File: src/rtl/imem_loader.sv
// Byte-stream loader for the instruction memory: assembles little-endian words,
// writes them from LOAD_BASE upward, holds the CPU meanwhile and verifies a trailing checksum.
module imem_loader #(
  parameter int DATA_W    = 32,
  parameter int ADDR_W    = 32,
  parameter int DEPTH     = 32,
  parameter int LOAD_BASE = 0
) (
  input  logic              clk,
  input  logic              rst_n,
  input  logic              start,
  input  logic              in_valid,
  input  logic [7:0]        in_data,
  output logic              in_ready,
  output logic              mem_we,
  output logic [ADDR_W-1:0] mem_addr,
  output logic [DATA_W-1:0] mem_wdata,
  output logic              cpu_hold,
  output logic              done,
  output logic              err
);

  localparam int MAX_N = DEPTH - LOAD_BASE;
  localparam int WL_W  = $clog2(DEPTH + 1);

  typedef enum logic [2:0] {
    S_IDLE,
    S_COUNT,
    S_BYTES,
    S_WRITE,
    S_CHECK,
    S_DONE
  } state_t;

  state_t            state_q, state_d;
  logic [1:0]        byte_cnt_q;
  logic [WL_W-1:0]   words_left_q;
  logic [ADDR_W-1:0] word_idx_q;
  logic [7:0]        chk_q;
  logic [DATA_W-1:0] asm_q;
  logic [DATA_W-1:0] asm_next;

  logic accept;
  logic n_too_big;
  logic n_zero;
  logic last_byte;

  logic in_ready_d;
  logic mem_we_d;
  logic cpu_hold_d;
  logic done_d;

  function automatic logic [7:0] chk_add(input logic [7:0] acc, input logic [7:0] b);
    return acc + b;
  endfunction

  function automatic logic [DATA_W-1:0] lane_insert(input logic [DATA_W-1:0] word,
                                                    input logic [1:0]        lane,
                                                    input logic [7:0]        b);
    logic [DATA_W-1:0] w;
    w = word;
    w[8*lane +: 8] = b;
    return w;
  endfunction

  // in_ready is registered and mirrors the receiving states, so it is safe to qualify with.
  assign accept    = in_valid & in_ready;
  assign n_too_big = (32'(in_data) > 32'(MAX_N));
  assign n_zero    = (in_data == 8'd0);
  assign last_byte = (byte_cnt_q == 2'd3);
  assign asm_next  = lane_insert(asm_q, byte_cnt_q, in_data);

  always_ff @(posedge clk or negedge rst_n) begin
    if (!rst_n) begin
      state_q <= S_IDLE;
    end else begin
      state_q <= state_d;
    end
  end

  always_comb begin
    state_d = state_q;
    unique case (state_q)
      S_IDLE: begin
        if (start) state_d = S_COUNT;
      end
      S_COUNT: begin
        if (accept) begin
          if (n_too_big)   state_d = S_DONE;
          else if (n_zero) state_d = S_CHECK;
          else             state_d = S_BYTES;
        end
      end
      S_BYTES: begin
        if (accept && last_byte) state_d = S_WRITE;
      end
      S_WRITE: begin
        state_d = (words_left_q > WL_W'(1)) ? S_BYTES : S_CHECK;
      end
      S_CHECK: begin
        if (accept) state_d = S_DONE;
      end
      S_DONE: begin
        state_d = S_IDLE;
      end
      default: begin
        state_d = S_IDLE;
      end
    endcase
  end

  // Outputs are decoded from the next state so they register in step with it.
  always_comb begin
    in_ready_d = 1'b0;
    mem_we_d   = 1'b0;
    cpu_hold_d = 1'b1;
    done_d     = 1'b0;
    unique case (state_d)
      S_IDLE:  cpu_hold_d = 1'b0;
      S_COUNT: in_ready_d = 1'b1;
      S_BYTES: in_ready_d = 1'b1;
      S_WRITE: mem_we_d   = 1'b1;
      S_CHECK: in_ready_d = 1'b1;
      S_DONE:  done_d     = 1'b1;
      default: cpu_hold_d = 1'b0;
    endcase
  end

  always_ff @(posedge clk or negedge rst_n) begin
    if (!rst_n) begin
      in_ready <= 1'b0;
      mem_we   <= 1'b0;
      cpu_hold <= 1'b0;
      done     <= 1'b0;
    end else begin
      in_ready <= in_ready_d;
      mem_we   <= mem_we_d;
      cpu_hold <= cpu_hold_d;
      done     <= done_d;
    end
  end

  // Datapath: counters, assembly register, checksum, write port and sticky error.
  always_ff @(posedge clk or negedge rst_n) begin
    if (!rst_n) begin
      byte_cnt_q   <= '0;
      words_left_q <= '0;
      word_idx_q   <= '0;
      chk_q        <= '0;
      asm_q        <= '0;
      mem_addr     <= '0;
      mem_wdata    <= '0;
      err          <= 1'b0;
    end else begin
      unique case (state_q)
        S_IDLE: begin
          if (start) begin
            chk_q      <= '0;
            byte_cnt_q <= '0;
            err        <= 1'b0;
          end
        end
        S_COUNT: begin
          if (accept) begin
            if (n_too_big) begin
              err <= 1'b1;
            end else if (!n_zero) begin
              words_left_q <= WL_W'(in_data);
              word_idx_q   <= ADDR_W'(LOAD_BASE);
              byte_cnt_q   <= '0;
            end
          end
        end
        S_BYTES: begin
          if (accept) begin
            asm_q      <= asm_next;
            chk_q      <= chk_add(chk_q, in_data);
            byte_cnt_q <= byte_cnt_q + 2'd1;
            if (last_byte) begin
              mem_addr  <= word_idx_q;
              mem_wdata <= asm_next;
            end
          end
        end
        S_WRITE: begin
          word_idx_q   <= word_idx_q + ADDR_W'(1);
          words_left_q <= words_left_q - WL_W'(1);
          byte_cnt_q   <= '0;
        end
        S_CHECK: begin
          if (accept) err <= (in_data != chk_q);
        end
        default: begin
        end
      endcase
    end
  end

endmodule

File: config.mk
export PLATFORM = sky130hd
export DESIGN_NAME = imem_loader
export DESIGN_NICKNAME = d
export VERILOG_FILES = /design/src/rtl/imem_loader.sv
export SDC_FILE = /design/constraint.sdc
export NUM_CORES = 1
export LEC_CHECK = 0
export CORE_AREA = 2 2 117 119
export DETAILED_ROUTE_END_ITERATION = 10
export DIE_AREA = 0 0 119 121
export MAX_ROUTING_LAYER = met4
export PLACE_DENSITY = 0.81
export SYNTH_ARGS = -nofsm -noshare
export SYNTH_HDL_FRONTEND = slang
export SYNTH_SLANG_ARGS = --single-unit
File: constraint.sdc
create_clock -name clk -period 2.7 [get_ports clk]
set_clock_uncertainty 0.1 [all_clocks]
set_input_delay 0.27 -clock clk [delete_from_list [all_inputs] [get_ports clk]]
set_output_delay 0.27 -clock clk [all_outputs]
set_load 0.02 [all_outputs]
# Yosys cells after proc, flatten, opt, wreduce, memory -nomap -nowiden
# Index checks and enable logic that the tools add are counted.
[word_totals] in_bits=12 register_bits=152 word_cells=91 output_inout_bits=69
[op_classes] n_bitwise=1 addsub=5 n_reduce_logical=15 eq_ne=18 shifts=2 order_cmp=2 muxes=35
[ops] cell="$mux 32" n=3
[ops] cell="$pmux 32 s2" n=1
[ops] cell="$neg 5->34" n=1
[ops] cell="$shift 8x34->32 const A" n=1
[ops] cell="$shiftx 8x34->32" n=1
[ops] cell="$add 32x1->32 const B" n=1
[ops] cell="$bwmux 32" n=1
[ops] cell="$mux 3" n=7
[ops] cell="$mux 6" n=3
[ops] cell="$mux 8" n=2
[ops] cell="$pmux 8 s2" n=1
[ops] cell="$pmux 3 s5" n=1
[ops] cell="$ne 2x2->1 const B" n=7
[ops] cell="$eq 3x2->1 const B" n=4
[ops] cell="$pmux 6 s2" n=1
[ops] cell="$mux 2" n=5
[ops] cell="$eq 3x3->1 const B" n=3
[ops] cell="$add 8x8->8" n=1
[ops] cell="$gt 8x6->1 const B" n=1
[ops] cell="$logic_not 8->1" n=1
[ops] cell="$mux 1" n=8
[ops] cell="$ne 8x8->1" n=1
[ops] cell="$pmux 2 s4" n=1
[ops] cell="$eq 3x1->1 const B" n=2
[ops] cell="18 further kinds" n=20

# Logic depth before layout (Yosys ltp)
# Gate-level depths: netlist (run 1).
[logic_depth] word_depth=8 mapped_depth=8 mapped_depth_nobuf=7

# Worst setup path before layout (run 1)
# Ideal clock, no wire load.
[synth_timing] path_type="input-to-reg" start="input in_data[1]" end="register words_left_q[1]" path_buffers=2 setup_time_ns=0.128 arrival_time_ns=2.053 setup_slack_ns=0.419 t_required_ns=2.472 path_stages=7 cell_sequence="buf_4 -> or4_4 -> o21ba_2 -> o21ai_2 -> and2_1 -> buf_2 -> mux2_1"
[synth_between] elab_chain_cells=4 word_cells_on_any_way=9 classes_between="order compare: 1; eq/ne: 2; mux: 4; reduce/logical: 2"
[synth_rtl] element="from (decl)" line_no="13" source="input logic [7:0] in_data,"
[synth_rtl] element="parallel branches: the longest is 4 deep, another holds $gt 8x6->1"
[synth_rtl] element="to (signal assigned)" line_no="168" source="words_left_q <= WL_W'(in_data);"
[synth_rtl] element="to (signal assigned)" line_no="187" source="words_left_q <= words_left_q - WL_W'(1);"
[synth_rtl] element="to (decl)" line_no="37" source="logic [WL_W-1:0] words_left_q;"
# Parallel ways; which one is timed is not known. The select of a mux whose other input is x is not followed.
# A chain may end at the register's enable or synchronous reset.

# Final worst setup path (run 1)
[layout_timing] start="register byte_cnt_q[0]" end="register asm_q[16]"
[layout_between] elab_chain_cells=3 word_cells_on_any_way=4 classes_between="add/sub: 1; shift: 2; mux: 1"
[layout_rtl] element="from (decl)" line_no="36" source="logic [1:0] byte_cnt_q;"
[layout_rtl] element="from (signal assigned)" line_no="178" source="byte_cnt_q <= byte_cnt_q + 2'd1;"
[layout_rtl] element="$neg 5->34 *" line_no="62" source="w[8*lane +: 8] = b;"
[layout_rtl] element="$shiftx 8x34->32 / $shift 8x34->32 (equally long branches)" line_no="62"
[layout_rtl] element="$bwmux 32 *" line_no="62"
[layout_rtl] element="to (signal assigned)" line_no="176" source="asm_q <= asm_next;"
[layout_rtl] element="to (decl)" line_no="40" source="logic [DATA_W-1:0] asm_q;"
# Mark *: on every way between the ends. The rest lies on a longest branch, timed or not.

==> summary.md, run 1 <==
| Metric | Value |
|---|---|
| Worst slew pin tran | `0.5886 ns` |
| Status | `finished clean` |
| # Post-CTS Setup Buffers | `0` |
| Max-slew violations | `0` |
| Die area | `14400 um^2` |
| Drt pass-1 iters | `8` |
| Max_cap viols | `0` |
| Post-synth top area share | `0.4994` |
| Total gr overflow | `0` |
| Fin. Hold Viols | `0` |
| Rel. slew slack | `0.6076` |
| R2R depth | `6` |
| IO Pins | `81` |
| Critical path's largest stage delay | `0.45 ns` |
| Post-DP HPWL | `11840 um` |
| Synth Flop Type | `dfrtp_1` |
| Final WL | `17220 um` |
| Syn. warnings | `0` |
| Sequential area share after synthesis | `0.4994` |
| Later-pin clock latency in the skew report | `0.42 ns` |
| Worst R2R End | `asm_q[16]$_DFFE_PN0P_` |
| Worst-path cell chain | `inv_1, ha_1, nor4bb_1, buf_4, and3_1, a22o_1` |
| Fin Setup TNS | `0 ns` |
| GP Congestion | `0.8205` |
| Pleak | `0.003943 uW` |
| Wire per inst | `17.43 um` |
| Nets@finish | `about 830` |
| H-Tree Level Count | `4` |
| NetSw | `2205 uW` |
| Initial antenna violation count | `0` |
| Area contributors post-synth | `dfrtp_1, mux2_2, nand2_1` |
| Via/cell ratio | `a little under 6` |
| Initial DRC Count | `557` |
| Buffer depth of the longest clock path | `2` |
| FFs w/ async S/R, synth | `1.000` |
| Root Driver | `clkbuf_16` |
| Core area | `approximately 13000 um^2` |
| Fin crit share | `0.8722` |
| Area growth syn-to-layout | `24.78%` |
| Fmax | `~420 MHz` |
| Syn avg cell area | `10.19 um^2` |
| Post-synth EDFFs | `0` |
| Yosys cell types | `66` |
| CTS tree | `done` |
| Vias in the first global route | `~5800` |
| Worst Path Required | `2.96 ns` |
| Syn nets | `736` |
| Post-layout minimum cycle time | `2.355 ns` |
| First-pass GRT wire length | `28970 um` |
| Post-cts sizing count | `0` |
| Pin count of the biggest net entering global routing | `67` |
| Worst setup path class | `reg2reg` |
| Synth Register Bits | `~140` |
| Reg2Reg Setup Slack | `approximately 0.34 ns` |
| DR vias | `slightly below 6000` |
| Arrival time at the worst endpoint | `2.61 ns` |
| Largest area contributor in the netlist | `dfrtp_1` |
| Share of cells above drive strength 1 | `0.1552` |
| Chip width | `119 um` |
| VDD IR max | `approximately 0.00055 V` |
| Clock Sink Count | `around 140` |
| Tightest Hold Check Type | `in2async` |
| Final setup viols | `0` |
| Number of port buffers | `80` |
| Cells after Synth | `around 700` |
| Clock Power Share | `0.357` |
| CP Max Fanout | `10` |
| Number of routed nets with antenna violations | `0` |
| Num CTS Buffers | `17` |
| Cell Pwr Density | `a little under 800 nW/um^2` |
| Gate power share | `0.266` |
| Switching Share | `0.3187` |
| CP endpoint kind | `flip-flop` |
| Total GRT Usage | `0.2603` |
| CP startpoint kind | `flip-flop` |
| Slowest-stage cell, CP | `dfrtp_1` |
| Final instance area | `9004 um^2` |
| Worst-path clk slew | `0.06 ns` |
| DRC Markers | `0` |
| Seq pwr share | `0.377` |
| Antenna cell count | `0` |
| Initial Util | `0.5514` |
| Chip height | `about 120 um` |
| Mapped Area | `7216 um^2` |
| # rows | `42` |
| RSZ-0062 raised after global routing | `false` |
| Placed cell areas | `8364 um^2` |
| Total power | `between 6000 and 7000 uW` |
| Worst r2r src | `byte_cnt_q[0]$_DFFE_PN0P_` |
| Pint | `4715 uW` |
## power groups by stage
stage | logic (uW) | clock network, uW | registers, uW
2_1_floorplan | 1290 | 0 | 2550
3_3_place_gp | 1740 | 0 | 2620
3_5_place_dp | 1820 | 0 | 2630
4_1_cts | 1840 | 2500 | 2600
5_1_grt | 2030 | 2600 | 2640
6_report | 1840 | 2470 | 2610
## metrics by stage
stage | setup slack, ns | cells | hold WS, ns | util
detailed placement | -0.06676 | 955 | 0.1906 | 0.6392
floorplan | 0.4191 | 708 | -0.1256 | -
CTS | 0.3631 | 988 | 0.3132 | 0.6881
global placement | 0.005498 | 955 | 0.1777 | 0.6392
global route | 0.2346 | 988 | 0.3544 | 0.6881
finish | 0.3450 | 988 | 0.2860 | 0.6881
## how the worst max path moves through the flow
| stage | startpoint | to | slack, ns | depth (start not counted) |
|---|---|---|---|---|
| after floorplan | in_data[1] | words_left_q[1]$_DFFE_PN0P_ | 0.42 | 7 |
| after global placement | in_data[0] | word_idx_q[15]$_DFFE_PN0P_ | 0.005 | 8 |
| after detailed placement | in_data[0] | word_idx_q[19]$_DFFE_PN0P_ | -0.07 | 8 |
| after CTS | in_data[0] | word_idx_q[19]$_DFFE_PN0P_ | 0.36 | 8 |
| after global routing | word_idx_q[12]$_DFFE_PN0P_ | word_idx_q[27]$_DFFE_PN0P_ | 0.23 | 5 |
| final | byte_cnt_q[0]$_DFFE_PN0P_ | asm_q[16]$_DFFE_PN0P_ | 0.34 | 6 |
## cell usage after synthesis (2+ instances only)
cell type and n:
o31ai_1 9, a2111o_1 8, buf_6 3, a2bb2oi_1 2, a21o_1 2, o21a_1 3, a21oi_1 56, a31oi_1 5
a22o_1 25, o22ai_1 3, o211ai_1 4, and4_1 5, nand2b_1 12, nand4_1 11, nor2_1 21, clkbuf_1 33
o22a_1 2, nor2b_1 27, nand2_1 88, inv_1 11, nor3b_1 2, mux2i_1 16, ha_1 15, nand3b_1 3
nand3_1 27, nor3_1 10, or3_1 5, o21ai_2 9, buf_4 2, buf_2 10, a21boi_0 2, or4_1 9
dfrtp_1 144, o21ai_0 44, or3b_2 3, xnor2_1 3, a211oi_1 2, xor2_1 2, and3_1 5, mux2_2 32
and2_1 8
## what timing repair did
action / in CTS / in global routing
endpoints found under the setup margin: 0 / 0
hold endpoints to repair: 58 / 0
hold buffers: 1 / 0
## kinds of logic after synthesis
family | synth area share
muxes | 0.07370
AOI/OAI and AO/OA | 0.1769
buffers and inverters | 0.03780
adders and majority gates | 0.02878
DFF | 0.4994
xor gates and xnor gates | 0.006070
and+or+nand+nor | 0.1774
## layer usage
| metal | GRT usage | share of wire | up-vias |
|---|---|---|---|
| li1 | - | - | 2749 |
| met2 | 0.4048 | 0.49 | 216 |
| met4 | 0.1220 | 0.031 | 0 |
| met3 | 0.04605 | 0.048 | 45 |
| met5 | - | 0 | - |
| met1 | 0.3351 | 0.43 | 2887 |
## critical path, delay by kind of cell (launching register included)
| family | cells | cell delay, ns |
|---|---|---|
| compound gates | 1 | 0.19 |
| fa+ha+maj | 1 | 0.40 |
| flops | 1 | 0.45 |
| simple gates | 2 | 0.72 |
| buf+inv | 2 | 0.41 |
## cell usage in the layout (no fill, tap or decap), types with 3 or more instances in the layout
master and n:
a2111o_1 8, a21oi_1 56, a22o_1 25, a31oi_1 5, and2_1 8, and3_1 5, and4_1 5, buf_12 4
buf_4 37, bufinv_16 4, clkbuf_16 17, clkdlybuf4s50_1 79, clkinv_2 4, clkinv_4 4, dfrtp_1 144, ha_1 15
inv_1 11, mux2_2 32, mux2i_1 16, nand2_1 88, nand2b_1 12, nand3_1 27, nand3b_1 3, nand4_1 11
nor2_1 21, nor2b_1 27, nor3_1 10, o211ai_1 4, o21a_1 3, o21ai_0 44, o21ai_2 9, o22ai_1 3
o31ai_1 9, or3_1 5, or3b_2 3, or4_1 9, xnor2_1 3
## registers in the layout (all words and copies together), names as in the netlist
| name | flops |
|---|---|
| in_ready | 1 |
| state_q | 3 |
| chk_q | 8 |
| words_left_q | 6 |
| mem_we | 1 |
| mem_addr | 32 |
| byte_cnt_q | 2 |
| word_idx_q | 32 |
| asm_q | 24 |
| done | 1 |
| err | 1 |
| cpu_hold | 1 |
| mem_wdata | 32 |
## final cells by class
type,instances,area [um^2]
fillers,942,4081
clock buffers,18,439.2
inverters,11,41.29
flip-flops and latches,144,3603
repair buffers,122,1170
clock inverters,14,190.2
multi-input cells,503,3339
well taps,176,220.2
No activity file was read; power rests on OpenSTA's default activity.
==> run 2: changes to the inputs <==
CORE_AREA = 2 2 130 132   (was 2 2 117 119)
DIE_AREA = 0 0 132 134   (was 0 0 119 121)
PLACE_DENSITY = 0.68   (was 0.81)
==> summary.md, run 2 (synthesized netlist as in run 1, its figures left out) <==
| Metric | Value |
|---|---|
| Status | `finished clean (unchanged)` |
| Chip height | `134 um (was 121 um)` |
| Core area | `16290 um^2 (was 13090 um^2)` |
| VDD IR max | `0.0006150 V (was 0.0005452 V)` |
| Via/cell ratio | `5.569 (was 5.969)` |
| Total GRT Usage | `0.2053 (was 0.2603)` |
| Number of port buffers | `80 (unchanged)` |
| Pin count of the biggest net entering global routing | `67 (unchanged)` |
| Chip width | `132 um (was 119 um)` |
| Utilization after layout | `0.5529 (was 0.6881)` |
| IO Pins | `81 (unchanged)` |
| Initial DRC Count | `405 (was 557)` |
| Number of routed nets with antenna violations | `0 (unchanged)` |
| Commonest non-fill, non-tap cell in the layout | `dfrtp_1 (unchanged)` |
| Max_cap viols | `0 (unchanged)` |
| Beginning of the critical path | `in_data[0] (was byte_cnt_q[0]$_DFFE_PN0P_)` |
| Post-DP HPWL | `11860 um (was 11840 um)` |
| Fin. Hold Viols | `0 (unchanged)` |
| DR vias | `5742 (was 5897)` |
| Initial Util | `0.4430 (was 0.5514)` |
| Post-layout minimum cycle time | `2.299 ns (was 2.355 ns)` |
| Non-Filler Instances | `1031 (was 988)` |
| Worst r2r src | `word_idx_q[11]$_DFFE_PN0P_ (was byte_cnt_q[0]$_DFFE_PN0P_)` |
| Worst slew pin tran | `0.5848 ns (was 0.5886 ns)` |
| Antenna cell count | `0 (unchanged)` |
| Clock Sink Count | `144 (unchanged)` |
| Pleak | `0.003916 uW (was 0.003943 uW)` |
| Drt pass-1 iters | `5 (was 8)` |
| Slowest-stage cell, CP | `or4_4 (was dfrtp_1)` |
| Worst setup path class | `in2reg (was reg2reg)` |
| Vias in the first global route | `5583 (was 5830)` |
| Root Driver | `clkbuf_16 (unchanged)` |
| Pint | `4453 uW (was 4715 uW)` |
| Biggest regs | `mem_addr (32), mem_wdata (32), word_idx_q (32) (unchanged)` |
| Switching Share | `0.3324 (was 0.3187)` |
| # Post-CTS Setup Buffers | `0 (unchanged)` |
| Fmax | `435.0 MHz (was 424.6 MHz)` |
| GP Congestion | `0.8890 (was 0.8205)` |
| Num CTS Buffers | `17 (unchanged)` |
| Most frequent cells in the layout | `dfrtp_1, nand2_1, clkdlybuf4s50_1 (unchanged)` |
| Later-pin clock latency in the skew report | `0.42 ns (about the same)` |
| Gate power share | `0.283 (was 0.266)` |
| CP Max Fanout | `21 (was 10)` |
| Critical path's largest stage delay | `0.59 ns (was 0.45 ns)` |
| Die area | `17690 um^2 (was 14400 um^2)` |
| RSZ-0062 raised after global routing | `false (unchanged)` |
| Final setup viols | `0 (unchanged)` |
| Final WL | `16960 um (was 17220 um)` |
| CP startpoint kind | `input pin (was flip-flop)` |
| Clock Power Share | `0.331 (was 0.357)` |
| H-Tree Level Count | `4 (unchanged)` |
| Seq pwr share | `0.385 (was 0.377)` |
| Top Family by Delay on Critical Path | `simple AND/OR/NAND/NOR gates (unchanged)` |
| Rel. slew slack | `0.6101 (was 0.6076)` |
| Fin crit share | `0.8515 (was 0.8722)` |
| CTS tree | `done (unchanged)` |
| Buffer depth of the longest clock path | `2 (unchanged)` |
| Initial antenna violation count | `0 (unchanged)` |
| Cell Pwr Density | `740.6 nW/um^2 (was 768.6 nW/um^2)` |
| Area growth syn-to-layout | `24.81% (was 24.78%)` |
| First-pass GRT wire length | `28330 um (was 28970 um)` |
| Worst path buffer plus inverter count | `3 (was 2)` |
| Placed cells | `998 (was 955)` |
| Worst-path cell chain | `clkdlybuf4s50_1, or4_4, buf_12, o211ai_4, a21oi_2, buf_12, or4_1, a21oi_1 (was inv_1, ha_1, nor4bb_1, buf_4, and3_1, a22o_1)` |
| Worst-path clk slew | `0.06 ns (about the same)` |
| Wire per inst | `16.45 um (was 17.43 um)` |
| Place WS | `-0.02334 ns (was -0.06676 ns)` |
| Crit path top cell by count | `buf_12` |
| Fin Setup TNS | `0 ns (unchanged)` |
| # rows | `47 (was 42)` |
| DRC Markers | `0 (unchanged)` |
| Nets@finish | `826 (was 827)` |
| Max-slew violations | `0 (unchanged)` |
| Share of cells above drive strength 1 | `0.1541 (was 0.1552)` |
| CP endpoint kind | `flip-flop (unchanged)` |
| Worst Path Required | `2.94 ns (was 2.96 ns)` |
| Final WS setup | `0.4011 ns (was 0.3450 ns)` |
| NetSw | `2217 uW (was 2205 uW)` |
| Total gr overflow | `0 (unchanged)` |
| Tightest Hold Check Type | `in2async (unchanged)` |
| Arrival time at the worst endpoint | `2.54 ns (was 2.61 ns)` |
==> run 2: worst register-to-register path: cells and delay by family (launching register included) <==
family | cells | cell delay [ns]
compound gates | 1 | 0.17
flops | 1 | 0.49
simple gates | 4 | 1.38
==> run 2: what timing repair did <==
action / CTS / global route
endpoints found under the hold margin: 58 / 0
hold buffers: 1 / 0
gates resized for setup: 0 / 0
==> run 2: path summary, 6_finish.rpt <==
| kind | cells past startpoint | slack [ns] | end |
|---|---|---|---|
| max in group asynchronous | 3 | 1.43 | mem_wdata[19]$_DFFE_PN0P_ |
| min | 2 | 0.29 | mem_wdata[9]$_DFFE_PN0P_ |
| max reg2reg | 5 | 0.49 | word_idx_q[31]$_DFFE_PN0P_ |
| min reg2reg | 2 | 0.38 | mem_wdata[20]$_DFFE_PN0P_ |
| min in group clk | 2 | 0.38 | mem_wdata[20]$_DFFE_PN0P_ |
| max | 8 | 0.40 | word_idx_q[15]$_DFFE_PN0P_ |
==> run 2: final cells by class <==
class | instances | area (um^2)
tap | 220 | 275.3
clock buffer | 19 | 442.9
multi-input combinational | 503 | 3342
inverter | 11 | 41.29
sequential | 144 | 3603
timing repair buffer | 121 | 1187
fill | 1415 | 7283
clock inverter | 13 | 113.9
==> run 2: metrics by stage <==
| stage | hold slack (ns) | cell area [um^2] | total power, uW |
|---|---|---|---|
| after floorplan | -0.1256 | 7216 | 3835 |
| after global placement | 0.1934 | 8439 | 4417 |
| after detailed placement | 0.1956 | 8439 | 4486 |
| after CTS | 0.3193 | 9006 | 6723 |
| after global routing | 0.3390 | 9006 | 7054 |
| final | 0.2910 | 9006 | 6670 |
==> run 2: power groups by stage <==
| stage | sequential [uW] | combinational, uW | clock (uW) |
|---|---|---|---|
| after floorplan | 2550 | 1290 | 0 |
| after global placement | 2590 | 1830 | 0 |
| after detailed placement | 2600 | 1880 | 0 |
| after CTS | 2570 | 1900 | 2250 |
| after global routing | 2600 | 2100 | 2350 |
| final | 2570 | 1890 | 2210 |
==> run 2: metal layers <==
metal | vias up | track usage | part of all wire
met1 | 2795 | 0.2576 | 0.45
met3 | 32 | 0.04649 | 0.049
met2 | 171 | 0.3336 | 0.49
li1 | 2744 | - | -
met4 | 0 | 0.06280 | 0.015
met5 | - | - | 0
==> run 3: changes to the inputs <==
GPL_TIMING_DRIVEN = 0   (was unset)
==> summary.md, run 3 (synthesized netlist as in run 1, its figures left out) <==
| Metric | Value |
|---|---|
| Area growth syn-to-layout | `24.26% (was 24.81%)` |
| Drt pass-1 iters | `5 (unchanged)` |
| Worst-path cell chain | `clkdlybuf4s50_1, buf_2, or4_4, o21ba_2, o21ai_4, and2_1, buf_2, mux2_1 (was clkdlybuf4s50_1, or4_4, buf_12, o211ai_4, a21oi_2, buf_12, or4_1, a21oi_1)` |
| Chip height | `134 um (unchanged)` |
| Via/cell ratio | `5.660 (was 5.569)` |
| GP Congestion | `0.8604 (was 0.8890)` |
| Final setup viols | `0 (unchanged)` |
| R2R depth | `7 (was 5)` |
| Vias in the first global route | `5919 (was 5583)` |
| Worst Path Required | `2.91 ns (was 2.94 ns)` |
| Number of port buffers | `80 (unchanged)` |
| Fin crit share | `0.9612 (was 0.8515)` |
| Num CTS Buffers | `17 (unchanged)` |
| Initial antenna violation count | `0 (unchanged)` |
| Commonest non-fill, non-tap cell in the layout | `dfrtp_1 (unchanged)` |
| CTS tree | `done (unchanged)` |
| Post-DP HPWL | `12640 um (was 11860 um)` |
| Total GRT Usage | `0.2218 (was 0.2053)` |
| Fmax | `385.3 MHz (was 435.0 MHz)` |
| Arrival time at the worst endpoint | `2.81 ns (was 2.54 ns)` |
| Max_cap viols | `0 (unchanged)` |
| RSZ-0062 raised after global routing | `false (unchanged)` |
| Tightest Hold Check Type | `in2async (unchanged)` |
| Cell Pwr Density | `762.9 nW/um^2 (was 740.6 nW/um^2)` |
| CP startpoint kind | `input pin (unchanged)` |
| Worst path buffer plus inverter count | `3 (unchanged)` |
| Crit path top cell by count | `buf_2 (was buf_12)` |
| Place WS | `-0.4293 ns (was -0.02334 ns)` |
| Top Family by Delay on Critical Path | `buffers and inverters (was simple AND/OR/NAND/NOR gates)` |
| Most frequent cells in the layout | `dfrtp_1, nand2_1, clkdlybuf4s50_1 (unchanged)` |
| # rows | `47 (unchanged)` |
| Buffer depth of the longest clock path | `2 (unchanged)` |
| Fin. Hold Viols | `0 (unchanged)` |
| Total power | `6841 uW (was 6670 uW)` |
| Total gr overflow | `0 (unchanged)` |
| CP Max Fanout | `9 (was 21)` |
| Levels on crit path | `8 (unchanged)` |
| Fillers | `1457 (was 1415)` |
| Worst hold slack | `0.3291 ns (was 0.2910 ns)` |
| First-pass GRT wire length | `30340 um (was 28330 um)` |
| Fin Setup TNS | `0 ns (unchanged)` |
| Worst setup path class | `in2reg (unchanged)` |
| IO Pins | `81 (unchanged)` |
| Initial DRC Count | `379 (was 405)` |
| Clock Sink Count | `144 (unchanged)` |
| Max-slew violations | `0 (unchanged)` |
| Die area | `17690 um^2 (unchanged)` |
| Slowest-stage cell, CP | `or4_4 (unchanged)` |
| Nets@finish | `836 (was 826)` |
| Post-layout minimum cycle time | `2.595 ns (was 2.299 ns)` |
| Critical path's largest stage delay | `0.58 ns (was 0.59 ns)` |
| Pin count of the biggest net entering global routing | `77 (was 67)` |
| Later-pin clock latency in the skew report | `0.43 ns (was 0.42 ns)` |
| Core area | `16290 um^2 (unchanged)` |
| Utilization after layout | `0.5504 (was 0.5529)` |
| Pleak | `0.003830 uW (was 0.003916 uW)` |
| Antenna cell count | `0 (unchanged)` |
| Status | `finished clean (unchanged)` |
| Number of routed nets with antenna violations | `0 (unchanged)` |
| # Post-CTS Setup Buffers | `0 (unchanged)` |
| Biggest regs | `mem_addr (32), mem_wdata (32), word_idx_q (32) (unchanged)` |
| VDD IR max | `0.0004573 V (was 0.0006150 V)` |
| DRC Markers | `0 (unchanged)` |
| H-Tree Level Count | `4 (unchanged)` |
| Rel. slew slack | `0.4878 (was 0.6101)` |
| Initial Util | `0.4430 (unchanged)` |
| Root Driver | `clkbuf_16 (unchanged)` |
| Worst slew pin tran | `0.7662 ns (was 0.5848 ns)` |
| Final WS setup | `0.1049 ns (was 0.4011 ns)` |
| Share of cells above drive strength 1 | `0.1280 (was 0.1541)` |
| CP endpoint kind | `flip-flop (unchanged)` |
| DR vias | `5886 (was 5742)` |
| Worst-path clk slew | `0.06 ns (about the same)` |
| Chip width | `132 um (unchanged)` |
| Final WL | `18090 um (was 16960 um)` |
| Wire per inst | `17.39 um (was 16.45 um)` |
[run 3: layout make-up]
type / count / area, um^2 / share of cell area
plain buffers: 49 / 232.7 / 0.02596
clock buffers: 23 / 457.9 / 0.05107
flip-flops and latches: 144 / 3603 / 0.4019
inverters: 11 / 41.29 / 0.004605
repair buffers: 82 / 839.6 / 0.09364
clock inverters: 8 / 132.6 / 0.01479
multi-input cells: 503 / 3383 / 0.3773
well taps: 220 / 275.3 / 0.03070
[run 3: path summary, 6_finish.rpt]
kind                       slack [ns]                 startpoint                          end
max in group asynchronous        1.37                      rst_n   word_idx_q[18]$_DFFE_PN0P_
min in group clk                 0.38  mem_wdata[24]$_DFFE_PN0P_    mem_wdata[24]$_DFFE_PN0P_
max                              0.10                 in_data[3]  words_left_q[1]$_DFFE_PN0P_
max reg2reg                      0.27  byte_cnt_q[0]$_DFFE_PN0P_        asm_q[19]$_DFFE_PN0P_
min                              0.33                      rst_n     mem_wdata[9]$_DFFE_PN0P_
min reg2reg                      0.38  mem_wdata[24]$_DFFE_PN0P_    mem_wdata[24]$_DFFE_PN0P_
[run 3: per-layer routing]
metal,up-vias,global-route usage,share of wire
li1,2783,-,-
met1,2879,0.2900,0.46
met2,184,0.3385,0.47
met3,40,0.04044,0.046
met4,0,0.1002,0.027
met5,-,-,0
[run 3: per-stage QoR]
step / instance area [um^2] / instances
floorplan: 7216 / 708
global placement: 8292 / 1008
detailed placement: 8320 / 1009
CTS: 8921 / 1041
global route: 8966 / 1040
finish: 8966 / 1040
[run 3: power breakdown]
part	internal, uW	leakage [uW]	switching (uW)
Clock	1480	0.000282	907
Combinational	717	0.00158	1180
Sequential	2360	0.00197	195
Total	4560	0.00383	2290
[run 3: timing repair]
action | in CTS | in global routing
hold endpoints to repair | 68 | 0
gates resized for setup | 0 | 13
endpoints found under the setup margin | 0 | 79
hold buffers | 1 | 0
